`src/rtl/input_normalizer_if.sv`:
```
// input_normalizer_if: operand/result bundle between the normalizer and its neighbours.
//   inp_valid/inp_ready/inp : operand handshake into the normalizer
//   norm_out/k/out_err/out_valid : one-cycle result strobe towards CORDIC core and output scaler
//   master drives operands and observes results; slave is the normalizer itself
interface input_normalizer_if;
   logic               inp_valid;
   logic               inp_ready;
   logic signed [15:0] inp;
   logic signed [15:0] norm_out;
   logic        [2:0]  k;
   logic               out_err;
   logic               out_valid;
   modport master (output inp_valid, inp, input inp_ready, norm_out, k, out_err, out_valid);
   modport slave  (input inp_valid, inp, output inp_ready, norm_out, k, out_err, out_valid);
endinterface

```
`src/rtl/input_normalizer.sv`:
```
// input_normalizer: shifts a signed operand right by pairs of bits until it is below 2^MAX_W, counting pairs in k.
//   clk   : rising-edge clock
//   reset : synchronous, active-low
//   bus   : input_normalizer_if.slave (inp_valid/inp_ready/inp in, norm_out/k/out_err/out_valid out)
//   MAX_W : normalized operand bound (1..15); KMAX : saturation limit for k (<= 7)
//   NORM_ROUND_EN : when defined, each 2-bit shift rounds half-up instead of truncating
module input_normalizer #(
   parameter int MAX_W = 12,
   parameter int KMAX  = 7
) (
   input logic               clk,
   input logic               reset,
   input_normalizer_if.slave bus
);
   typedef enum logic [1:0] {IDLE, SHIFT, DONE} state_t;
   state_t             state, state_n;
   logic signed [15:0] x, x_n, x_sh;
   logic        [2:0]  cnt, cnt_n;
   logic               err, err_n, fits;
   assign bus.inp_ready = (state == IDLE);
   // x is never negative here, so zero-extending gives an exact magnitude compare
   assign fits = {1'b0, x} < (17'd1 << MAX_W);
`ifdef NORM_ROUND_EN
   logic [15:0] x_rnd;
   assign x_rnd = 16'(x >>> 2) + {15'd0, x[1]};
   assign x_sh  = x_rnd[15] ? 16'sh7fff : signed'(x_rnd);
`else
   assign x_sh  = x >>> 2;
`endif
   always_comb begin
      state_n = state;
      x_n     = x;
      cnt_n   = cnt;
      err_n   = err;
      case (state)
         IDLE: if (bus.inp_valid) begin
            cnt_n   = 3'd0;
            x_n     = bus.inp[15] ? 16'sd0 : bus.inp;
            err_n   = bus.inp[15];
            state_n = bus.inp[15] ? DONE : SHIFT;
         end
         SHIFT: begin
            state_n = (fits || cnt == 3'(KMAX)) ? DONE : SHIFT;
            x_n     = (fits || cnt == 3'(KMAX)) ? x : x_sh;
            cnt_n   = (fits || cnt == 3'(KMAX)) ? cnt : cnt + 3'd1;
         end
         DONE: begin
            state_n = IDLE;
            err_n   = 1'b0;
         end
         default: state_n = IDLE;
      endcase
   end
   // Result registers load from next-state values so they are valid exactly while in DONE
   always_ff @(posedge clk) begin
      if (!reset) begin
         state         <= IDLE;
         x             <= '0;
         cnt           <= '0;
         err           <= 1'b0;
         bus.norm_out  <= '0;
         bus.k         <= '0;
         bus.out_err   <= 1'b0;
         bus.out_valid <= 1'b0;
      end else begin
         state         <= state_n;
         x             <= x_n;
         cnt           <= cnt_n;
         err           <= err_n;
         bus.norm_out  <= (state_n == DONE) ? x_n : 16'sd0;
         bus.k         <= (state_n == DONE) ? cnt_n : 3'd0;
         bus.out_err   <= (state_n == DONE) && err_n;
         bus.out_valid <= (state_n == DONE);
      end
   end
endmodule
```
`src/flat_wrapper.sv`:
```
// flat-port wrapper written by rule: the top's interface ports become plain ports
module input_normalizer_flat 
#(
   parameter int MAX_W = 12,
   parameter int KMAX  = 7
)
  (clk, reset, bus_inp_valid, bus_inp, bus_inp_ready, bus_norm_out, bus_k, bus_out_err, bus_out_valid);
  input_normalizer_if bus_i ();
  input logic clk;
  input logic reset;
  input wire logic [$bits(bus_i.inp_valid)-1:0] bus_inp_valid;
  input wire logic [$bits(bus_i.inp)-1:0] bus_inp;
  output wire logic [$bits(bus_i.inp_ready)-1:0] bus_inp_ready;
  output wire logic [$bits(bus_i.norm_out)-1:0] bus_norm_out;
  output wire logic [$bits(bus_i.k)-1:0] bus_k;
  output wire logic [$bits(bus_i.out_err)-1:0] bus_out_err;
  output wire logic [$bits(bus_i.out_valid)-1:0] bus_out_valid;
  assign bus_i.inp_valid = bus_inp_valid;
  assign bus_i.inp = bus_inp;
  assign bus_inp_ready = bus_i.inp_ready;
  assign bus_norm_out = bus_i.norm_out;
  assign bus_k = bus_i.k;
  assign bus_out_err = bus_i.out_err;
  assign bus_out_valid = bus_i.out_valid;
  input_normalizer #(.MAX_W(MAX_W), .KMAX(KMAX)) u_core (.clk(clk), .reset(reset), .bus(bus_i));
endmodule
```
`config.mk`:
```
export PLATFORM = sky130hd
export DESIGN_NAME = input_normalizer_flat
export DESIGN_NICKNAME = d
export VERILOG_FILES = /design/src/rtl/input_normalizer_if.sv /design/src/rtl/input_normalizer.sv /design/src/flat_wrapper.sv
export SDC_FILE = /design/constraint.sdc
export NUM_CORES = 1
export LEC_CHECK = 0
export CORE_ASPECT_RATIO = 0.5
export CORE_UTILIZATION = 45
export CTS_CLUSTER_DIAMETER = 50
export DETAILED_ROUTE_END_ITERATION = 16
export GPL_TIMING_DRIVEN = 0
export PLACE_DENSITY = 0.7
export SYNTH_ARGS = -nofsm -noshare
export SYNTH_HDL_FRONTEND = slang
export SYNTH_SLANG_ARGS = --single-unit
```
`constraint.sdc`:
```
create_clock -name clk -period 2.84 [get_ports clk]
set_clock_uncertainty 0.2 [all_clocks]
set_input_delay 0.71 -clock clk [delete_from_list [all_inputs] [get_ports clk]]
set_output_delay 0.71 -clock clk [all_outputs]
set_load 0.02 [all_outputs]
```
# ---- Word level (Yosys, flattened, before mapping)
# Cells that the tools add are included.
dict set report classes {
  addsub 1
  order_cmp 1
  mux 13
  n_reduce_logical 4
  n_eq_ne 4
}
# cell count
set ops {}
lappend ops {{$pmux 16 s2} 1}
lappend ops {{$mux 15} 2}
lappend ops {{$lt 16x13->1 const B} 1}
lappend ops {{$mux 16} 1}
lappend ops {{$mux 2} 3}
lappend ops {{$mux 3} 2}
lappend ops {{$pmux 3 s2} 1}
lappend ops {{$eq 2x2->1 const B} 2}
lappend ops {{$pmux 2 s2} 1}
lappend ops {{$add 3x1->3 const B} 1}
lappend ops {{$eq 3x3->1 const B} 1}
lappend ops {{$eq 2x1->1 const B} 1}
lappend ops {{$logic_not 2->1} 1}
lappend ops {{$pmux 1 s2} 1}
lappend ops {{$reduce_and 2->1} 1}
lappend ops {{$logic_and 1x1->1} 1}
lappend ops {{$logic_or 1x1->1} 1}
lappend ops {{$mux 1} 1}
dict set report totals {
  output_inout_bits 22
  ff_bits 43
  input_bits 19
}

# ---- Logic depth before layout (Yosys ltp)
# Gate-level depths: netlist (run 1).
dict set report logic_depth {
  word_depth 6
  ltp_mapped 7
  mapped_depth_nobuf 5
}

# ---- Worst setup path before layout (run 1)
# Ideal clock, no wire load.
dict set report synth_path {
  kind {reg-to-reg}
  start {register u_core.cnt[0]}
  end {register u_core.bus.k[0]}
  path_stages_with_launch 8
  n_path_buf 2
  slack_ps 818
  setup_ps 139
  t_required_ps 2501
  t_arrival_ps 1683
  cell_sequence {dfxtp_1 -> ha_1 -> ha_1 -> or3b_1 -> buf_2 -> buf_2 -> o211ai_1 -> a22oi_2}
}
dict set report synth_via {
  elab_chain_len 6
}
# element line
set synth_rtl {}
lappend synth_rtl {{start, declared} input_normalizer.sv:18} ;# logic [2:0] cnt, cnt_n;
lappend synth_rtl {{start signal, assigned} input_normalizer.sv:68} ;# cnt <= cnt_n;
lappend synth_rtl {{$eq 3x3->1} {input_normalizer.sv:43, input_normalizer.sv:45}}
lappend synth_rtl {{$logic_or 1x1->1} {input_normalizer.sv:43, input_normalizer.sv:45}}
lappend synth_rtl {{$mux 2} input_normalizer.sv:43} ;# state_n = (fits || cnt == 3'(KMAX)) ? DONE : SHIFT;
lappend synth_rtl {{$pmux 2 s2} input_normalizer.sv:35} ;# case (state)
lappend synth_rtl {{$eq 2x2->1} input_normalizer.sv:71} ;# bus.k <= (state_n == DONE) ? cnt_n : 3'd0;
lappend synth_rtl {{$reduce_and 2->1 (no source line)} -}
lappend synth_rtl {{end signal, assigned} input_normalizer.sv:71}
lappend synth_rtl {{end, declared} input_normalizer_if.sv:14} ;# modport slave (input inp_valid, inp, output inp_ready, norm_out, k, out_err, out_valid);
# Parallel ways exist; a longest one is shown, timed or not.
# A chain may end at the register's enable or synchronous reset.

# ---- Worst setup path after layout (run 1)
dict set report layout_path {
  start {register u_core.state[0]}
  end {output port bus_inp_ready}
}
dict set report layout_via {
  elab_chain_len 1
}
# element line
set layout_rtl {}
lappend layout_rtl {{start, declared} input_normalizer.sv:16} ;# state_t state, state_n;
lappend layout_rtl {{start signal, assigned} input_normalizer.sv:66} ;# state <= state_n;
lappend layout_rtl {{$logic_not 2->1} input_normalizer.sv:20} ;# assign bus.inp_ready = (state == IDLE);
lappend layout_rtl {{end, declared} flat_wrapper.sv:13} ;# output wire logic [$bits(bus_i.inp_ready)-1:0] bus_inp_ready;
# No other way between the ends.

==> flow_summary_export.csv, run 1 <==
group,metric,value,unit
sta,hold_viol_final,0,
clocking,cts_resized,0,
logic_synthesis,synthMuxAreaShare,0,%
clocking,htreeDepth,2,
sta,layout_setup_ws,0.347,ns
setup_path,path_class,"reg2out",
die,core,3530,µm²
sta,fin_crit_sh,87.8,%
cells_and_area,drive_gt1_share,12.3,%
logic_synthesis,avgSynthCellArea,10.4,µm²
clocking,cts_buffer_depth,2,
logic_synthesis,yosys.area_share.xor_xnor,0,%
sta,slew_viol_final,0,
detailed_routing,viasPerCell,5.79,
logic_synthesis,synth_cells,164,
detailed_routing,wl_per_cell,16.1,µm
clocking,worstSkewPairLatency,0.30,ns
run,cap_violations,0,
logic_synthesis,yosys.area.top_type,"dfxtp_1",
clocking,cts_hold_buffers,0,
sta,fin_tns_setup,0,ns
global_route,antenna_found_initial,0,
power_and_ir_drop,power.total,1.36,mW
global_route,grt_overflow,0,
global_route,grt_use_total,22.3,%
die,dieWidth,89.1,µm
global_route,grt_pass1_vias,1329,
sta,fmax,401,MHz
placement,placed_cells,255,
clocking,cts.sinks,43,
global_route,grt_pass1_wl,6510,µm
power_and_ir_drop,powerDensity,590,nW/µm²
logic_synthesis,netlist_area,1710,µm²
cells_and_area,multi_input_area,749,µm²
placement,routabilityCongestion,0.813,
sta,worst_pin_slew,0.543,ns
detailed_routing,drc,0,
die,initial_core_util,48.4,%
logic_synthesis,ys_top_cells_by_area,"dfxtp_1 50%, a22oi_1 8.8%, o211ai_1 6.6%, a21oi_1 5.9%, a32oi_1 5.6%",
setup_path,crit_path_max_fanout,10,
die,num_io_pins,41,
global_route,grt_max_degree,15,
cells_and_area,area_delta_synth_final,35.2,%
logic_synthesis,synth_nets,185,
die,dieArea,4060,µm²
detailed_routing,dr.pass1.iters,4,
run_status,status,"complete, no violations",
setup_path,crit_path_end_kind,"primary output",
power_and_ir_drop,ir_worst_vdd,0.250,mV
cells_and_area,fill_cells,308,
detailed_routing,dr_total_vias,1522,
cells_and_area,fin_nets,232,
logic_synthesis,yosys_warnings,0,
setup_path,worstPathRequired,1.93,ns
sta,rsz0062_at_grt,"false",
detailed_routing,drtIter0Drc,114,
placement,dp.final_hpwl,3010,µm
clocking,clkTransAtPathRegs,0.08,ns
detailed_routing,wirelength,4240,µm
sta,setup_viol,0,
clocking,clockRootBuffer,"clkbuf_8",
die,num_rows,15,
clocking,post_cts_buffers,0,
detailed_routing,ant_nets,0,
sta,period_minus_slack,2.49,ns
min_path,hp-class,"reg2reg",
sta,slew_headroom,63.6,%
setup_path,cp-start-kind,"flop",
logic_synthesis,synth_top_area_share,50.4,%
logic_synthesis,synth_top_family_by_area,"compound AO/OA/AOI/OAI gates",
placement,portBuffers,40,
logic_synthesis,yosysUniqueCellTypes,35,
power_and_ir_drop,leakage,0.806,nW
logic_synthesis,synth_compound_area_share,30.5,%
logic_synthesis,synth_adder_area_share,1.47,%
placement,post-place-ws,0.0479,ns
logic_synthesis,synth.ff_latch_count,43,
clocking,cts_buffers,5,
cells_and_area,final_cells,263,
cells_and_area,n_antenna_cell,0,
cells_and_area,ff_latch_area,861,µm²
logic_synthesis,yosys.area_share.simple,12.0,%
clocking,cts_tree,"built",
logic_synthesis,synth_seq_area_share,50.4,%
die,die_y,45.5,µm
setup_path,cp.arrival,1.58,ns
per-layer routing:
metal  GRT usage, %  part of all wire, %
met5              0                    0
met3           5.07                  7.4
met4           5.71                 0.66
met2           34.2                   44
met1           32.2                   47
flip-flops by register name, indices dropped and copies added, names as in the netlist:
register and flops:
u_core.bus.out_valid 1, u_core.bus.norm_out 16, u_core.state 2, u_core.x 16
u_core.err 1, u_core.bus.k 3, u_core.cnt 3, u_core.bus.out_err 1
synth_stat cells, drive strengths merged:
master and number:
o21bai 2, o211ai 15, a22oi 21, and3b 1, buf 12, nand2 6
nor2 3, nor4b 1, nor3b 2, nand4 1, inv 2, or3 1
a21oi 20, nand3 3, and2 1, and3 1, dfxtp 43, o21ai 2
nor2b 2, or4 1, nor4 1, ha 2, o2111ai 1, clkbuf 4
nor4bb 1, or3b 2, a31oi 1, a32oi 11, a221oi 1
worst max-delay path, stage by stage, from the launching register on:
cell and delay (ns):
dfxtp_1 0.35, buf_4 0.18, nor2_1 0.13, clkdlybuf4s50_1 0.63
path summary, 6_finish.rpt:
kind | to | depth (start not counted) | start | slack, ns
setup / recovery | bus_inp_ready | 3 | u_core.state[0] | 0.35
hold / removal | u_core.err | 2 | u_core.err | 0.30
setup reg to reg | u_core.bus.k[0] | 7 | u_core.cnt[0] | 0.59
hold reg to reg | u_core.err | 2 | u_core.err | 0.30
logic make-up (layout without fill, tap and decap cells):
family | after synthesis | count (layout)
AO/OA/AOI/OAI | 74 | 74
adder cells (fa/ha/maj) | 2 | 2
buffers and inverters | 18 | 66
flip-flops | 43 | 43
AND/OR/NAND/NOR | 27 | 27
metrics by stage:
stage | cell area, µm² | hold WS, ns | util, %
6_report | 2310 | 0.303 | 65.4
5_1_grt | 2310 | 0.347 | 65.4
4_1_cts | 2310 | 0.302 | 65.4
3_5_place_dp | 2170 | 0.290 | 61.5
3_3_place_gp | 2170 | 0.279 | 61.5
2_1_floorplan | 1710 | 0.261 | -
cells in the final DEF (no fill, tap or decap):
cell             synthesis  layout
dfxtp_1                 43      43
clkdlybuf4s50_1          0      40
a21oi_1                 20      20
a22oi_1                 20      20
o211ai_1                15      15
a32oi_1                 11      11
buf_2                    8       8
nand2_1                  6       6
clkbuf_8                 0       5
clkbuf_1                 4       4
nor2_1                   3       3
nand3_1                  3       3
buf_6                    2       2
inv_1                    2       2
o21bai_1                 2       2
o21ai_0                  2       2
nor2b_1                  2       2
ha_1                     2       2
bufinv_16                0       2
buf_4                    1       1
nor4_4                   1       1
or3b_1                   1       1
or3b_2                   1       1
or3_4                    1       1
nor4b_4                  1       1
nor3b_1                  1       1
and2_1                   1       1
nor4bb_1                 1       1
and3_1                   1       1
a221oi_1                 1       1
nor3b_2                  1       1
a31oi_1                  1       1
or4_4                    1       1
and3b_1                  1       1
o2111ai_1                1       1
nand4_1                  1       1
buf_1                    1       1
a22oi_2                  1       1
clkinvlp_4               0       1
where the power goes:
group | total [mW] | switching, mW | internal [mW]
Clock | 0.566 | 0.215 | 0.351
Sequential | 0.632 | 0.0106 | 0.621
Combinational | 0.164 | 0.0931 | 0.0708
Total | 1.36 | 0.319 | 1.04
area by class of cell:
class / instances / area share [%]
well taps: 51 / 2.77
repair buffers: 40 / 17.4
clock buffers: 5 / 2.98
clock inverters: 3 / 2.93
multi-input cells: 103 / 32.5
flip-flops and latches: 43 / 37.3
plain buffers: 16 / 3.85
inverters: 2 / 0.325
Power figures use the tool's default switching activity.
==> run 2: changes to the inputs <==
- RECOVER_POWER: not set -> 50
- REMOVE_ABC_BUFFERS: not set -> 1
==> flow_summary_export.csv, run 2 (synthesized netlist as in run 1, its figures left out) <==
group,metric,value,unit
die,dieWidth,89.1,µm
die,dieArea,4060,µm²
clocking,cts_hold_buffers,0,
global_route,grt_overflow,0,
sta,worst_pin_slew,1.07,ns
sta,slew_viol_final,0,
run_status,status,"complete, no violations",
sta,rsz0062_at_grt,"false",
run,cap_violations,0,
cells_and_area,drive_gt1_share,7.07,%
detailed_routing,drtIter0Drc,110,
placement,routabilityCongestion,0.703,
sta,fmax,385,MHz
setup_path,cp.arrival,2.60,ns
clocking,cts_buffer_depth,2,
setup_path,path_class,"in2reg",
cells_and_area,mostFrequentLayoutCells,"43 x dfxtp_1, 21 x dlygate4sd3_1, 20 x a21oi_1, 20 x a22oi_1, 19 x clkdlybuf4s50_1",
sta,hold_viol_final,0,
cells_and_area,reg.largest.list,"u_core.bus.norm_out x16, u_core.x x16",
detailed_routing,dr_total_vias,1499,
global_route,grt_use_total,22.2,%
die,num_io_pins,41,
setup_path,slowest_delay,0.80,ns
cells_and_area,final_cells,249,
placement,placed_cells,240,
global_route,grt_pass1_vias,1374,
global_route,antenna_found_initial,0,
detailed_routing,dr.pass1.iters,4,
clocking,cts_resized,0,
setup_path,crit_path_max_fanout,15,
die,initial_core_util,48.4,%
placement,portBuffers,40,
sta,fin_crit_sh,91.4,%
cells_and_area,area_delta_synth_final,28.5,%
global_route,grt_max_degree,23,
cells_and_area,n_antenna_cell,0,
detailed_routing,drc,0,
power_and_ir_drop,leakage,0.821,nW
sta,whs,0.295,ns
cells_and_area,mostFrequentLayoutCell,"dfxtp_1",
min_path,hp-class,"reg2reg",
detailed_routing,wl_per_cell,16.8,µm
die,num_rows,15,
die,core,3530,µm²
setup_path,crit_slowest_cell,"nor4b_4",
cells_and_area,multi_input_area,756,µm²
cells_and_area,ff_latch_area,861,µm²
setup_path,worstPathRequired,2.84,ns
clocking,worstSkewPairLatency,0.29,ns
cells_and_area,fin_nets,218,
cells_and_area,fill_cells,324,
clocking,htreeDepth,2,
power_and_ir_drop,ir_worst_vdd,0.278,mV
global_route,grt_pass1_wl,6580,µm
setup_path,crit_path_end_kind,"flop",
sta,fin_tns_setup,0,ns
clocking,clockRootBuffer,"clkbuf_8",
sta,setup_viol,0,
setup_path,crit_chain,"clkdlybuf4s50_1, nor4b_4, a32oi_1, a22oi_1",
clocking,post_cts_buffers,0,
setup_path,cp-start-kind,"input port",
clocking,cts_tree,"built",
detailed_routing,viasPerCell,6.02,
placement,dp.final_hpwl,2480,µm
power_and_ir_drop,powerDensity,549,nW/µm²
die,die_y,45.5,µm
detailed_routing,wirelength,4190,µm
sta,slew_headroom,28.3,%
sta,period_minus_slack,2.60,ns
clocking,cts_buffers,5,
clocking,clkTransAtPathRegs,0.08,ns
detailed_routing,ant_nets,0,
clocking,cts.sinks,43,
[run 2: area by class of cell]
class                   count  area share (%)
repair buffers             41            18.5
well taps                  51            2.91
clock buffers               8            4.56
flip-flops and latches     43            39.2
inverters                   2           0.342
multi-input cells         104            34.5
[run 2: per-stage QoR]
stage / cell area (µm²) / total power [mW] / util (%) / setup slack [ns]
floorplan: 1620 / 0.723 / - / 0.600
global placement: 2080 / 0.791 / 59.0 / -0.194
finish: 2190 / 1.20 / 62.2 / 0.243
CTS: 2200 / 1.21 / 62.4 / 0.154
global route: 2190 / 1.25 / 62.2 / 0.0575
detailed placement: 2100 / 0.795 / 59.6 / -0.142
[run 2: where the power goes]
group          switching, mW  internal (mW)  total [mW]
Sequential            0.0148          0.621       0.636
Clock                  0.201          0.222       0.423
Combinational         0.0863         0.0580       0.144
[run 2: worst paths after layout]
| check | from | end | slack [ns] | cells after the start |
|---|---|---|---|---|
| setup / recovery | bus_inp_valid | u_core.bus.norm_out[7] | 0.24 | 4 |
| hold / removal | u_core.err | u_core.err | 0.29 | 2 |
| setup reg to reg | u_core.x[15] | u_core.bus.norm_out[9] | 0.27 | 4 |
| hold reg to reg | u_core.err | u_core.err | 0.29 | 2 |
[run 2: layer usage]
metal	vias to the layer above	GRT usage, %	share of wire (%)
li1	710	-	-
met1	726	28.9	46
met5	-	0	0
met4	0	9.84	2.3
met3	12	6.16	6.1
met2	51	35.0	45
[run 2: worst max-delay path, delay by kind of cell]
family          cells  cell delay [ns]
buf+inv             1             0.64
simple gates        1             0.80
compound gates      2             0.44
